--- src/rtl/id_stage_if.sv ---
// Bus between the IF/ID register, writeback, hazard unit and the decode stage.
interface id_stage_if #(
    parameter int unsigned XLEN = 32
);
    typedef struct packed {
        logic [XLEN-1:0] instr;
        logic [XLEN-1:0] PC;
        logic [XLEN-1:0] PCPlus4;
    } ifid_t;

    ifid_t            inputs;
    logic             RegWriteW;
    logic [4:0]       RdW;
    logic [XLEN-1:0]  ResultW;
    logic             StallE;
    logic             FlushE;
    logic [4:0]       Rs1D;
    logic [4:0]       Rs2D;
    logic [XLEN-1:0]  RD1E;
    logic [XLEN-1:0]  RD2E;
    logic [XLEN-1:0]  ImmExtE;
    logic [XLEN-1:0]  PCE;
    logic [XLEN-1:0]  PCPlus4E;
    logic [4:0]       Rs1E;
    logic [4:0]       Rs2E;
    logic [4:0]       RdE;
    logic             RegWriteE;
    logic             MemWriteE;
    logic             JumpE;
    logic             BranchE;
    logic [1:0]       ResultSrcE;
    logic             ALUSrcAE;
    logic             ALUSrcBE;
    logic [3:0]       ALUControlE;
    logic [2:0]       Funct3E;
    logic             IllegalE;

    modport master (
        output inputs, RegWriteW, RdW, ResultW, StallE, FlushE,
        input  Rs1D, Rs2D, RD1E, RD2E, ImmExtE, PCE, PCPlus4E, Rs1E, Rs2E, RdE,
        input  RegWriteE, MemWriteE, JumpE, BranchE, ResultSrcE, ALUSrcAE,
        input  ALUSrcBE, ALUControlE, Funct3E, IllegalE
    );

    modport slave (
        input  inputs, RegWriteW, RdW, ResultW, StallE, FlushE,
        output Rs1D, Rs2D, RD1E, RD2E, ImmExtE, PCE, PCPlus4E, Rs1E, Rs2E, RdE,
        output RegWriteE, MemWriteE, JumpE, BranchE, ResultSrcE, ALUSrcAE,
        output ALUSrcBE, ALUControlE, Funct3E, IllegalE
    );
endinterface

--- src/rtl/id_stage.sv ---
// RV32I decode stage: register file, instruction decode, ID/EX pipeline register.
module id_stage #(
    parameter int unsigned XLEN = 32
) (
    input  logic        clk,
    input  logic        reset,
    id_stage_if.slave   bus
);
    localparam logic [6:0] OP_LUI    = 7'b0110111;
    localparam logic [6:0] OP_AUIPC  = 7'b0010111;
    localparam logic [6:0] OP_JAL    = 7'b1101111;
    localparam logic [6:0] OP_JALR   = 7'b1100111;
    localparam logic [6:0] OP_BRANCH = 7'b1100011;
    localparam logic [6:0] OP_LOAD   = 7'b0000011;
    localparam logic [6:0] OP_STORE  = 7'b0100011;
    localparam logic [6:0] OP_IMM    = 7'b0010011;
    localparam logic [6:0] OP_OP     = 7'b0110011;

    localparam logic [3:0] ALU_ADD   = 4'b0000;
    localparam logic [3:0] ALU_SUB   = 4'b0001;
    localparam logic [3:0] ALU_AND   = 4'b0010;
    localparam logic [3:0] ALU_OR    = 4'b0011;
    localparam logic [3:0] ALU_XOR   = 4'b0100;
    localparam logic [3:0] ALU_SLT   = 4'b0101;
    localparam logic [3:0] ALU_SLTU  = 4'b0110;
    localparam logic [3:0] ALU_SLL   = 4'b0111;
    localparam logic [3:0] ALU_SRL   = 4'b1000;
    localparam logic [3:0] ALU_SRA   = 4'b1001;
    localparam logic [3:0] ALU_PASSB = 4'b1010;

    localparam int unsigned NREGS = 32;

    typedef struct packed {
        logic [XLEN-1:0] rd1;
        logic [XLEN-1:0] rd2;
        logic [XLEN-1:0] imm;
        logic [XLEN-1:0] pc;
        logic [XLEN-1:0] pc_plus4;
        logic [4:0]      rs1;
        logic [4:0]      rs2;
        logic [4:0]      rd;
        logic            reg_write;
        logic            mem_write;
        logic            jump;
        logic            branch;
        logic [1:0]      result_src;
        logic            alu_src_a;
        logic            alu_src_b;
        logic [3:0]      alu_ctrl;
        logic [2:0]      funct3;
        logic            illegal;
    } idex_t;

    logic [XLEN-1:0] regs [NREGS];
    logic [XLEN-1:0] instr;
    logic [6:0]      opcode;
    logic [2:0]      funct3;
    logic [6:0]      funct7;
    logic [4:0]      rs1;
    logic [4:0]      rs2;
    logic [4:0]      rd;
    logic [XLEN-1:0] rd1;
    logic [XLEN-1:0] rd2;
    logic [XLEN-1:0] imm_i;
    logic [XLEN-1:0] imm_s;
    logic [XLEN-1:0] imm_b;
    logic [XLEN-1:0] imm_u;
    logic [XLEN-1:0] imm_j;
    logic [3:0]      alu_op;
    logic            wb_en;
    idex_t           idex_d;
    idex_t           idex_q;

    assign instr  = bus.inputs.instr;
    assign opcode = instr[6:0];
    assign rd     = instr[11:7];
    assign funct3 = instr[14:12];
    assign rs1    = instr[19:15];
    assign rs2    = instr[24:20];
    assign funct7 = instr[31:25];

    assign imm_i = {{(XLEN-12){instr[31]}}, instr[31:20]};
    assign imm_s = {{(XLEN-12){instr[31]}}, instr[31:25], instr[11:7]};
    assign imm_b = {{(XLEN-13){instr[31]}}, instr[31], instr[7], instr[30:25], instr[11:8], 1'b0};
    assign imm_u = {instr[31:12], 12'b0};
    assign imm_j = {{(XLEN-21){instr[31]}}, instr[31], instr[19:12], instr[20], instr[30:21], 1'b0};

    assign wb_en = bus.RegWriteW && (bus.RdW != 5'd0);

    // Register file storage; x0 is never written and is masked on read.
    always_ff @(posedge clk) begin
        if (reset) begin
            for (int i = 0; i < NREGS; i++) begin
                regs[i] <= '0;
            end
        end else if (wb_en) begin
            regs[bus.RdW] <= bus.ResultW;
        end
    end

    // Combinational reads with write-through from the writeback port.
    always_comb begin
        rd1 = '0;
        rd2 = '0;
        if (rs1 != 5'd0) begin
            rd1 = (wb_en && bus.RdW == rs1) ? bus.ResultW : regs[rs1];
        end
        if (rs2 != 5'd0) begin
            rd2 = (wb_en && bus.RdW == rs2) ? bus.ResultW : regs[rs2];
        end
    end

    // ALU operation for OP / OP-IMM; SUB only exists in the register form.
    always_comb begin
        alu_op = ALU_ADD;
        case (funct3)
            3'b000: alu_op = (opcode == OP_OP && funct7[5]) ? ALU_SUB : ALU_ADD;
            3'b001: alu_op = ALU_SLL;
            3'b010: alu_op = ALU_SLT;
            3'b011: alu_op = ALU_SLTU;
            3'b100: alu_op = ALU_XOR;
            3'b101: alu_op = funct7[5] ? ALU_SRA : ALU_SRL;
            3'b110: alu_op = ALU_OR;
            default: alu_op = ALU_AND;
        endcase
    end

    // Main decoder: control signals, immediate select and legality check.
    always_comb begin
        idex_d          = '0;
        idex_d.rd1      = rd1;
        idex_d.rd2      = rd2;
        idex_d.pc       = bus.inputs.PC;
        idex_d.pc_plus4 = bus.inputs.PCPlus4;
        idex_d.rs1      = rs1;
        idex_d.rs2      = rs2;
        idex_d.rd       = rd;
        idex_d.funct3   = funct3;
        case (opcode)
            OP_LUI: begin
                idex_d.reg_write = 1'b1;
                idex_d.alu_src_b = 1'b1;
                idex_d.alu_ctrl  = ALU_PASSB;
                idex_d.imm       = imm_u;
            end
            OP_AUIPC: begin
                idex_d.reg_write = 1'b1;
                idex_d.alu_src_a = 1'b1;
                idex_d.alu_src_b = 1'b1;
                idex_d.imm       = imm_u;
            end
            OP_JAL: begin
                idex_d.reg_write  = 1'b1;
                idex_d.jump       = 1'b1;
                idex_d.result_src = 2'b10;
                idex_d.alu_src_a  = 1'b1;
                idex_d.alu_src_b  = 1'b1;
                idex_d.imm        = imm_j;
            end
            OP_JALR: begin
                idex_d.reg_write  = 1'b1;
                idex_d.jump       = 1'b1;
                idex_d.result_src = 2'b10;
                idex_d.alu_src_b  = 1'b1;
                idex_d.imm        = imm_i;
                idex_d.illegal    = (funct3 != 3'b000);
            end
            OP_BRANCH: begin
                idex_d.branch   = 1'b1;
                idex_d.alu_ctrl = ALU_SUB;
                idex_d.imm      = imm_b;
                idex_d.illegal  = (funct3 == 3'b010) || (funct3 == 3'b011);
            end
            OP_LOAD: begin
                idex_d.reg_write  = 1'b1;
                idex_d.result_src = 2'b01;
                idex_d.alu_src_b  = 1'b1;
                idex_d.imm        = imm_i;
                idex_d.illegal    = (funct3 == 3'b011) || (funct3[2:1] == 2'b11);
            end
            OP_STORE: begin
                idex_d.mem_write = 1'b1;
                idex_d.alu_src_b = 1'b1;
                idex_d.imm       = imm_s;
                idex_d.illegal   = (funct3 > 3'b010);
            end
            OP_IMM: begin
                idex_d.reg_write = 1'b1;
                idex_d.alu_src_b = 1'b1;
                idex_d.alu_ctrl  = alu_op;
                idex_d.imm       = imm_i;
                if (funct3 == 3'b001) begin
                    idex_d.illegal = (funct7 != 7'b0000000);
                end else if (funct3 == 3'b101) begin
                    idex_d.illegal = (funct7 != 7'b0000000) && (funct7 != 7'b0100000);
                end
            end
            OP_OP: begin
                idex_d.reg_write = 1'b1;
                idex_d.alu_ctrl  = alu_op;
                idex_d.illegal   = !((funct7 == 7'b0000000) ||
                                     (funct7 == 7'b0100000 &&
                                      (funct3 == 3'b000 || funct3 == 3'b101)));
            end
            default: begin
                idex_d.illegal = 1'b1;
            end
        endcase
        if (idex_d.illegal) begin
            idex_d.reg_write  = 1'b0;
            idex_d.mem_write  = 1'b0;
            idex_d.jump       = 1'b0;
            idex_d.branch     = 1'b0;
            idex_d.result_src = 2'b00;
        end
    end

    // ID/EX register: reset, then flush (bubble), then stall (hold), then load.
    always_ff @(posedge clk) begin
        if (reset || bus.FlushE) begin
            idex_q <= '0;
        end else if (!bus.StallE) begin
            idex_q <= idex_d;
        end
    end

    assign bus.Rs1D        = rs1;
    assign bus.Rs2D        = rs2;
    assign bus.RD1E        = idex_q.rd1;
    assign bus.RD2E        = idex_q.rd2;
    assign bus.ImmExtE     = idex_q.imm;
    assign bus.PCE         = idex_q.pc;
    assign bus.PCPlus4E    = idex_q.pc_plus4;
    assign bus.Rs1E        = idex_q.rs1;
    assign bus.Rs2E        = idex_q.rs2;
    assign bus.RdE         = idex_q.rd;
    assign bus.RegWriteE   = idex_q.reg_write;
    assign bus.MemWriteE   = idex_q.mem_write;
    assign bus.JumpE       = idex_q.jump;
    assign bus.BranchE     = idex_q.branch;
    assign bus.ResultSrcE  = idex_q.result_src;
    assign bus.ALUSrcAE    = idex_q.alu_src_a;
    assign bus.ALUSrcBE    = idex_q.alu_src_b;
    assign bus.ALUControlE = idex_q.alu_ctrl;
    assign bus.Funct3E     = idex_q.funct3;
    assign bus.IllegalE    = idex_q.illegal;
endmodule

--- src/flat_wrapper.sv ---
// flat-port wrapper written by rule: the top's interface ports become plain ports
module id_stage_flat 
#(
    parameter int unsigned XLEN = 32
)
  (clk, reset, bus_inputs, bus_RegWriteW, bus_RdW, bus_ResultW, bus_StallE, bus_FlushE, bus_Rs1D, bus_Rs2D, bus_RD1E, bus_RD2E, bus_ImmExtE, bus_PCE, bus_PCPlus4E, bus_Rs1E, bus_Rs2E, bus_RdE, bus_RegWriteE, bus_MemWriteE, bus_JumpE, bus_BranchE, bus_ResultSrcE, bus_ALUSrcAE, bus_ALUSrcBE, bus_ALUControlE, bus_Funct3E, bus_IllegalE);
  id_stage_if #(.XLEN(XLEN)) bus_i ();
  input  logic clk;
  input  logic reset;
  input wire logic [$bits(bus_i.inputs)-1:0] bus_inputs;
  input wire logic [$bits(bus_i.RegWriteW)-1:0] bus_RegWriteW;
  input wire logic [$bits(bus_i.RdW)-1:0] bus_RdW;
  input wire logic [$bits(bus_i.ResultW)-1:0] bus_ResultW;
  input wire logic [$bits(bus_i.StallE)-1:0] bus_StallE;
  input wire logic [$bits(bus_i.FlushE)-1:0] bus_FlushE;
  output wire logic [$bits(bus_i.Rs1D)-1:0] bus_Rs1D;
  output wire logic [$bits(bus_i.Rs2D)-1:0] bus_Rs2D;
  output wire logic [$bits(bus_i.RD1E)-1:0] bus_RD1E;
  output wire logic [$bits(bus_i.RD2E)-1:0] bus_RD2E;
  output wire logic [$bits(bus_i.ImmExtE)-1:0] bus_ImmExtE;
  output wire logic [$bits(bus_i.PCE)-1:0] bus_PCE;
  output wire logic [$bits(bus_i.PCPlus4E)-1:0] bus_PCPlus4E;
  output wire logic [$bits(bus_i.Rs1E)-1:0] bus_Rs1E;
  output wire logic [$bits(bus_i.Rs2E)-1:0] bus_Rs2E;
  output wire logic [$bits(bus_i.RdE)-1:0] bus_RdE;
  output wire logic [$bits(bus_i.RegWriteE)-1:0] bus_RegWriteE;
  output wire logic [$bits(bus_i.MemWriteE)-1:0] bus_MemWriteE;
  output wire logic [$bits(bus_i.JumpE)-1:0] bus_JumpE;
  output wire logic [$bits(bus_i.BranchE)-1:0] bus_BranchE;
  output wire logic [$bits(bus_i.ResultSrcE)-1:0] bus_ResultSrcE;
  output wire logic [$bits(bus_i.ALUSrcAE)-1:0] bus_ALUSrcAE;
  output wire logic [$bits(bus_i.ALUSrcBE)-1:0] bus_ALUSrcBE;
  output wire logic [$bits(bus_i.ALUControlE)-1:0] bus_ALUControlE;
  output wire logic [$bits(bus_i.Funct3E)-1:0] bus_Funct3E;
  output wire logic [$bits(bus_i.IllegalE)-1:0] bus_IllegalE;
  assign bus_i.inputs = bus_inputs;
  assign bus_i.RegWriteW = bus_RegWriteW;
  assign bus_i.RdW = bus_RdW;
  assign bus_i.ResultW = bus_ResultW;
  assign bus_i.StallE = bus_StallE;
  assign bus_i.FlushE = bus_FlushE;
  assign bus_Rs1D = bus_i.Rs1D;
  assign bus_Rs2D = bus_i.Rs2D;
  assign bus_RD1E = bus_i.RD1E;
  assign bus_RD2E = bus_i.RD2E;
  assign bus_ImmExtE = bus_i.ImmExtE;
  assign bus_PCE = bus_i.PCE;
  assign bus_PCPlus4E = bus_i.PCPlus4E;
  assign bus_Rs1E = bus_i.Rs1E;
  assign bus_Rs2E = bus_i.Rs2E;
  assign bus_RdE = bus_i.RdE;
  assign bus_RegWriteE = bus_i.RegWriteE;
  assign bus_MemWriteE = bus_i.MemWriteE;
  assign bus_JumpE = bus_i.JumpE;
  assign bus_BranchE = bus_i.BranchE;
  assign bus_ResultSrcE = bus_i.ResultSrcE;
  assign bus_ALUSrcAE = bus_i.ALUSrcAE;
  assign bus_ALUSrcBE = bus_i.ALUSrcBE;
  assign bus_ALUControlE = bus_i.ALUControlE;
  assign bus_Funct3E = bus_i.Funct3E;
  assign bus_IllegalE = bus_i.IllegalE;
  id_stage #(.XLEN(XLEN)) u_core (.clk(clk), .reset(reset), .bus(bus_i));
endmodule
--- config.mk ---
export PLATFORM = sky130hd
export DESIGN_NAME = id_stage_flat
export DESIGN_NICKNAME = d
export VERILOG_FILES = /design/src/rtl/id_stage_if.sv /design/src/rtl/id_stage.sv /design/src/flat_wrapper.sv
export SDC_FILE = /design/constraint.sdc
export NUM_CORES = 2
export LEC_CHECK = 0
export BUFFER_PORTS_ARGS = -buffer_cell sky130_fd_sc_hd__buf_2
export CORE_ASPECT_RATIO = 0.75
export CORE_MARGIN = 2
export CORE_UTILIZATION = 45
export DETAILED_ROUTE_END_ITERATION = 12
export SLEW_MARGIN = 15
export SYNTH_ARGS = -nofsm -noshare
export SYNTH_HDL_FRONTEND = slang
export SYNTH_SLANG_ARGS = --single-unit
--- constraint.sdc ---
create_clock -name clk -period 3.01 [get_ports clk]
set_input_delay 0.301 -clock clk [delete_from_list [all_inputs] [get_ports clk]]
set_output_delay 0.301 -clock clk [all_outputs]
set_load 0.01 [all_outputs]
==> impl_metrics.ini <==
[run_status]
outcome = finished clean

[sta]
finClkSkew_ps = 32.45
period_share_pct = 73.92
slew_headroom_pct = 31.63
worst_slack_ps = 784.9
drv_slew = 0
hold_viol_final = 0
rsz0062_at_grt = no
whs_ps = 45.43
tightest_slew_ps = 1026
fin_tns_setup_ps = 0
setup_viol = 0
period_minus_slack_ps = 2225
fmax_ghz = 0.4494

[clock_network]
clock-sinks = 1215
cts_root_buffer = clkbuf_16
cts_buffers = 131
cts.repair.resized = 0
htreeDepth = 4
insertion_delay_ps = 800
path_clk_slew_ps = 60
cts_tree = yes
cts.path.max_buffers = 3

[critical_path]
critPathLaunchType = input port
cpPeakStageDelay_ps = 770
critPathKind = input port to register
crit_slowest_cell = or2_2
cp_cell_sequence = dlygate4sd3_1 -> buf_4 -> nor2b_1 -> nand4bb_1 -> buf_4 -> nor2_4 -> or2_2
critical_path.endpoint_type = register
crit_path_frequent_cell = buf_4
crit_fanout = 32
cp.required_ps = 3410
worstPathArrival_ps = 2630

[grt]
grt_max_degree = 105
grt_pass1_vias = 39880
antenna_found_initial = 22
grt_pass1_wl_um = 294600
grtUsageTotal_pct = 29.89
grt_overflow = 0

[place]
placed_cells = 6147
post-place-ws_ps = 378.6
hpwl_um = 125800
numPortBuffers = 338
place.gp.congestion = 0.8945

[floorplan]
coreArea_um2 = 133800
initial_core_util_pct = 45.48
io_pins = 339
rows = 116
chipWidth_um = 428.7
die-area_um2 = 138200
dieHeight_um = 322.5

[worst_hold_path]
hp-class = input port to register

[logic_synthesis]
synth_edf_count = 1024
yosysTopAreaCell = edfxtp_1
synth_common_cells = edfxtp_1 (1024), and2_1 (1007), mux4_2 (512)
syn_area_um2 = 60860
synth_area_leaders = edfxtp_1 (51%), mux4_2 (19%), and2_1 (10%), dfxtp_1 (6.3%), a22oi_1 (4.0%)
synth_seq_cells = 1215
synth_area_per_cell_um2 = 14.29
yosysSeqAreaShare_pct = 56.80
syn-instance-count = 4260
ys_types = 62
ys.flop_type = edfxtp_1
ys_async_sr_fraction_pct = 0
synth_top_cell_area_share_pct = 50.52
synth_warnings = 0
synth.most_common_cell = edfxtp_1

[detailed_routing]
vias_per_cell = 6.345
wire_per_inst_um = 32.22
post-route-drc-count = 0
routed_wirelength_um = 209200
ant_nets = 0
drtPass1Iterations = 6
route.vias.total = 41200
drt_iter0_markers = 5910

[run]
maxCapViolCount = 0

[finish]
area_growth_pct = 16.47
ff_latch_area_um2 = 34570
nFillCells = 11000
drive_gt1_share_pct = 28.22
fin_cells = 6493
final_nets = 4742
multi_input_area_um2 = 24880

[power_and_ir_drop]
ir_drop_mv = 0.6121
power_density_nw_per_um2 = 565.6
power_leakage_nw = 25.63
## metal layers
layer  global-route usage [%]  vias up  wire length (µm)
met5                        0        -                34
met3                    7.858      414             24440
met4                    9.894        6              6586
li1                         -    16870                 -
met1                    41.87    21240             82800
met2                    45.56     2670             95310
## registers in the layout (all words and copies together), names as in the netlist, 4 cells and up
register	count
u_core.regs	1024
u_core.bus.ImmExtE	32
u_core.bus.PCE	32
u_core.bus.PCPlus4E	32
u_core.bus.RD1E	32
u_core.bus.RD2E	32
u_core.bus.RdE	5
u_core.bus.Rs1E	5
u_core.bus.Rs2E	5
u_core.bus.ALUControlE	4
## repair_timing
| action | 4_1_cts | 5_1_grt |
|---|---|---|
| endpoints found under the hold margin | 110 | 0 |
| buffers inserted | 0 | 0 |
| hold buffers | 94 | 0 |
## cell families after synthesis
logic type,count (synthesis),share of synthesized area (%)
simple gates,1525,14.14
flops,1215,56.80
mux,595,20.31
compound gates,457,5.489
buf+inv,455,3.084
xor+xnor,12,0.1727
other cells,1,0.006161
## worst max-delay path, delay by kind of cell
family	cells	cell delay, ps
simple gates	4	1310
buf+inv	3	940
## cell type report
cell class / instances / area share, %
Clock inverter: 72 / 0.7960
Clock buffer: 170 / 5.126
Inverter: 4 / 0.02118
Tap cell: 1770 / 3.124
Timing Repair Buffer: 631 / 7.032
Multi-Input combinational cell: 2621 / 35.09
Antenna cell: 10 / 0.03530
Sequential cell: 1215 / 48.77
## cells in the final DEF, fill, tap and decap left out, drive strengths merged, types with 5 or more instances in the layout
| cell type | n |
|---|---|
| dlygate4sd3 | 94 |
| nor3 | 8 |
| and2 | 1007 |
| nor2b | 10 |
| mux4 | 512 |
| xor2 | 8 |
| conb | 32 |
| o21ai | 31 |
| a21o | 34 |
| nand3 | 100 |
| diode | 10 |
| mux2i | 83 |
| dfxtp | 191 |
| a221oi | 7 |
| or2 | 33 |
| nand3b | 5 |
| nand2 | 194 |
| a22oi | 327 |
| edfxtp | 1024 |
| a21oi | 29 |
| clkinvlp | 6 |
| clkinv | 51 |
| clkbuf | 170 |
| nor2 | 146 |
| bufinv | 6 |
| inv | 13 |
| buf | 537 |
## where the power goes
part / switching [mW] / internal, mW
Combinational: 2.53 / 1.93
Clock: 7.02 / 9.07
Sequential: 0.471 / 19.1
## worst paths after layout
check	startpoint	end	slack [ps]	depth (start not counted)
max	reset	u_core.regs[16][0]	780	7
min	bus_inputs[88]	u_core.bus.Rs2E[4]	50	3
max reg2reg	u_core.regs[15][23]	u_core.bus.RD2E[23]	1130	5
min reg2reg	u_core.bus.ImmExtE[16]	u_core.bus.ImmExtE[16]	460	2
## per-stage QoR
| step | total power, mW | instance area, µm² | util [%] |
|---|---|---|---|
| floorplan | 22.33 | 60980 | - |
| global placement | 24.11 | 65720 | 49.11 |
| detailed placement | 24.16 | 65720 | 49.11 |
| CTS | 40.19 | 70860 | 52.95 |
| global route | 41.17 | 70880 | 52.97 |
| finish | 40.10 | 70890 | 52.97 |
Note: power is estimated with default switching activity, not from simulation.
